[src/rtl/sign_mag_disp_mux.sv]
`default_nettype none
// ============================================================================
// Module      : sign_mag_disp_mux
// Description : Captures an N-bit sign-magnitude value on a load strobe and
//               shows it on a 4-digit, time-multiplexed, active-low
//               seven-segment display. The magnitude appears as hex on digits
//               1..0 with the leading zero blanked. Digit 3 shows '-' for a
//               non-zero negative value. Digit 2 is always blank.
// Revision    : 1.0 - initial release
// ============================================================================
module sign_mag_disp_mux #(
    parameter int N            = 4,
    parameter int REFRESH_BITS = 18
) (
    input  logic         clk,
    input  logic         reset,
    input  logic [N-1:0] sum_in,
    input  logic         load,
    output logic [3:0]   an,
    output logic [7:0]   sseg
);

    // Active-low segment patterns. Bit 7 is dp, which is always off.
    localparam logic [7:0] c_SEG_BLANK = 8'hFF;
    localparam logic [7:0] c_SEG_DASH  = 8'hBF;
    localparam logic [REFRESH_BITS-1:0] c_Q_ONE = {{(REFRESH_BITS-1){1'b0}}, 1'b1};

    logic [N-1:0]            r_val;
    logic [REFRESH_BITS-1:0] r_q;
    logic [1:0]              w_sel;
    logic [7:0]              w_mag;
    logic                    w_neg;
    logic [3:0]              w_an_next;
    logic [7:0]              w_sseg_next;

    // Hex nibble to active-low seven-segment pattern (g..a in bits 6..0).
    function automatic logic [7:0] hex_to_sseg(input logic [3:0] nib);
        logic [7:0] seg;
        case (nib)
            4'h0:    seg = 8'hC0;
            4'h1:    seg = 8'hF9;
            4'h2:    seg = 8'hA4;
            4'h3:    seg = 8'hB0;
            4'h4:    seg = 8'h99;
            4'h5:    seg = 8'h92;
            4'h6:    seg = 8'h82;
            4'h7:    seg = 8'hF8;
            4'h8:    seg = 8'h80;
            4'h9:    seg = 8'h90;
            4'hA:    seg = 8'h88;
            4'hB:    seg = 8'h83;
            4'hC:    seg = 8'hC6;
            4'hD:    seg = 8'hA1;
            4'hE:    seg = 8'h86;
            default: seg = 8'h8E;
        endcase
        return seg;
    endfunction

    // Capture register: follows sum_in whenever load is high, otherwise holds.
    always_ff @(posedge clk or posedge reset) begin
        if (reset) begin
            r_val <= '0;
        end else if (load) begin
            r_val <= sum_in;
        end
    end

    // Free-running refresh counter; natural wrap gives a seamless 3 -> 0 scan.
    always_ff @(posedge clk or posedge reset) begin
        if (reset) begin
            r_q <= '0;
        end else begin
            r_q <= r_q + c_Q_ONE;
        end
    end

    assign w_sel = r_q[REFRESH_BITS-1:REFRESH_BITS-2];
    // With N <= 9 the magnitude is at most 8 bits, so it always fits here.
    assign w_mag = 8'(r_val[N-2:0]);
    // Negative zero is shown as plain "0", so the minus needs a non-zero magnitude.
    assign w_neg = r_val[N-1] & (w_mag != 8'd0);

    // Select the active digit's enable and segment pattern.
    always_comb begin
        w_an_next   = 4'b1111;
        w_sseg_next = c_SEG_BLANK;
        case (w_sel)
            2'd0: begin
                w_an_next   = 4'b1110;
                w_sseg_next = hex_to_sseg(w_mag[3:0]);
            end
            2'd1: begin
                w_an_next = 4'b1101;
                if (w_mag[7:4] != 4'h0) begin
                    w_sseg_next = hex_to_sseg(w_mag[7:4]);
                end
            end
            2'd2: begin
                w_an_next = 4'b1011;
            end
            default: begin
                w_an_next = 4'b0111;
                if (w_neg) begin
                    w_sseg_next = c_SEG_DASH;
                end
            end
        endcase
    end

    // Registered display outputs, blanked while in reset.
    always_ff @(posedge clk or posedge reset) begin
        if (reset) begin
            an   <= 4'b1111;
            sseg <= c_SEG_BLANK;
        end else begin
            an   <= w_an_next;
            sseg <= w_sseg_next;
        end
    end

endmodule
`default_nettype wire

[config.mk]
export PLATFORM = sky130hd
export DESIGN_NAME = sign_mag_disp_mux
export DESIGN_NICKNAME = d
export VERILOG_FILES = /design/src/rtl/sign_mag_disp_mux.sv
export SDC_FILE = /design/constraint.sdc
export NUM_CORES = 1
export LEC_CHECK = 0
export CAP_MARGIN = 20
export CELL_PAD_IN_SITES_DETAIL_PLACEMENT = 0
export CELL_PAD_IN_SITES_GLOBAL_PLACEMENT = 1
export CORE_MARGIN = 2
export CORE_UTILIZATION = 43
export DETAILED_ROUTE_END_ITERATION = 10
export PLACE_DENSITY = 0.75
export SLEW_MARGIN = 10
export SYNTH_ARGS = -nofsm -noshare
export SYNTH_HDL_FRONTEND = slang
export SYNTH_SLANG_ARGS = --single-unit
[constraint.sdc]
create_clock -name clk -period 1.42 [get_ports clk]
set_input_delay 0.426 -clock clk [delete_from_list [all_inputs] [get_ports clk]]
set_output_delay 0.426 -clock clk [all_outputs]
set_load 0.005 [all_outputs]
==> reports/results.txt <==
# nets final - 171
Buffers on Ports - 17
Placeable Area - 3284 µm²
# DRC - 0
Post-Synthesis Cells - 124
sequential fraction of the synthesis area - 57.75%
final WL - 2270 µm
die area - 3862 µm²
Post-Syn Area - 1454 µm²
Die X - 62.15 µm
CP Max Fanout - 1
most frequent cell after synthesis - dfrtp_1
share of cells above drive strength 1 - 29.22%
Clock Tree Buf Depth - 2
Leakage - 0.8591 nW
TritonCTS Buffers - 5
vias per cell - 4.610
top post-synthesis cells by area - dfrtp_1 (38%), dfstp_2 (20%), ha_1 (9.5%), xnor2_1 (6.0%), xor2_1 (3.6%)
gr usage total - 14.20%
Psw - 0.3880 mW
n_diodes - 0
number of global-route vias before repair - 962
worst-path cell chain - buf_2
final hold vios - 0
grt ovf - 0
Hold Path Class - in2async
minimum hold slack - 0.4261 ns
Worst-path clk slew - 0.10 ns
cell accounting for the most synthesized area - dfrtp_1
Total Power - 1.701 mW
Distinct cells, synth - 23
Power per Cell Area - 968.1 nW/µm²
unrepaired setup endpoints after global routing - yes
Synth async-reset ratio - 100.0%
Syn. warnings - 0
slowest CP cell - dfstp_2
routed len/inst - 11.35 µm
Post-Place Cells - 191
Sw Share - 22.82%
Syn Nets - 142
first-pass GRT wire length - 4250 µm
Place WS - -0.01722 ns
Cell Rows - 21
largest net degree at the start of global routing - 34
top cell family by delay on the critical path - flip-flops
max incr delay on CP - 0.53 ns
RD Place Congestion - 0.6940
Tmin final - 1.378 ns
area share of the leading cell type in the synthesized netlist - 37.87%
number of cells on the critical path - 1
clock skew - 0.009479 ns
Seq cells post-synth - 33
Detailed Place HPWL - 1664 µm
Peak VDD IR - 0.4226 mV
vias post-DR - 922
clk_lat worst skew - 0.33 ns
Critical Path AT - 0.95 ns
initial antenna violation count - 0
Worst setup EP type - output pin
Avg Synthesized Cell Area - 11.72 µm²
clock power share - 31.5%
Final Max Slew Viols - 0
CTS Root Cell - clkbuf_4
status - completed
area grow syn2layout - 20.83%
worst path required time - 0.99 ns
CTS tree - yes
chip height - 62.15 µm
Worst Path Buf+Inv - 1
combinational power share - 8.6%
final worst-path cycle share - 97.06%
Pint - 1.313 mW
initial core utilization - 44.27%
Startpoint Class - flop
Setup WS post-layout - 0.04179 ns
DR iter-0 viols - 13
io pins - 19
f_max - 725.6 MHz
Non-Filler Instances - 200
Setup CP Type - reg2out
synth cell count leaders - dfrtp_1 (22), nand2_1 (13), inv_1 (12), dfstp_2 (11), ha_1 (11)
most common flop cell mapped by yosys - dfrtp_1
DR pass1 iterations - 4
Max Cap Viol - 0
Post-DRT Antenna Nets - 0
Sink Count - 33
Post-synth EDFFs - 0
H-tree depth - 2
reg-to-reg slack, setup - 0.11 ns
part of the power in registers - 59.8%
r2r worst-path depth - 4
Final setup viols - 0
[cell usage in the layout (no fill, tap or decap), drive strengths merged]
cell / netlist / routed
dfrtp: 22 / 22
buf: 1 / 18
nand2: 13 / 13
inv: 12 / 12
ha: 11 / 11
dfstp: 11 / 11
xnor2: 10 / 10
o21ai: 10 / 10
clkbuf: 1 / 8
xor2: 6 / 6
clkdlybuf4s50: 0 / 6
nand3: 6 / 6
nor2: 6 / 6
nand4: 5 / 5
mux2: 2 / 2
and4: 2 / 2
and3: 1 / 1
nand2b: 1 / 1
a211oi: 1 / 1
a31oi: 1 / 1
mux2i: 1 / 1
conb: 1 / 1
[layout make-up]
class                           count  area, µm²
Fill cell                         308       1528
Sequential cell                    33      839.6
Multi-Input combinational cell     77      575.6
Timing Repair Buffer               24      180.2
Clock buffer                        8      58.81
Tap cell                           46      57.56
Inverter                           12      45.04
[path summary, 6_finish.rpt]
check,start,endpoint
setup / recovery,sseg[3],sseg[3]
hold / removal,reset,r_q[15]
setup reg to reg,r_q[8],r_q[17]
hold reg to reg,r_val[3],sseg[6]
max in group asynchronous,reset,sseg[2]
min in group clk,r_val[3],sseg[6]
[kinds of logic after synthesis]
kind of cell / synth area share, %
AO/OA/AOI/OAI: 4.390
XOR/XNOR: 9.638
adder cells (fa/ha/maj): 9.466
buffers and inverters: 3.872
flip-flops: 57.75
multiplexers: 2.237
other: 0.2579
AND/OR/NAND/NOR: 12.39
[per-stage QoR]
step	setup TNS, ns	area [µm²]	util [%]
after floorplan	0	1454	-
after global placement	0	1728	52.61
after detailed placement	-0.02807	1728	52.61
after CTS	0	1732	52.72
after global routing	-0.01240	1757	53.49
final	0	1757	53.49
[timing repair]
action,in CTS,in global routing
pin swaps,0,2
hold buffers,0,0
gates resized for setup,44,5
buffers inserted,0,1
setup endpoints to repair,11,12
[power groups by stage]
stage	clock network [mW]	registers (mW)	logic [mW]
6_report	0.536	1.02	0.147
5_1_grt	0.607	1.02	0.170
4_1_cts	0.560	1.02	0.150
3_5_place_dp	0	1.04	0.176
3_3_place_gp	0	1.03	0.171
2_1_floorplan	0	1.03	0.0792
[flip-flops by register name, summed over array words and instances (netlist names)]
signal	flops
r_q	18
an	4
r_val	4
sseg	7
[per-layer routing]
layer	track usage, %	vias up	wire [µm]
li1	-	457	-
met1	17.32	441	1047
met2	22.28	16	1056
met3	5.435	8	119
met4	6.667	0	46
met5	0	-	0
Power figures use the tool's default switching activity.
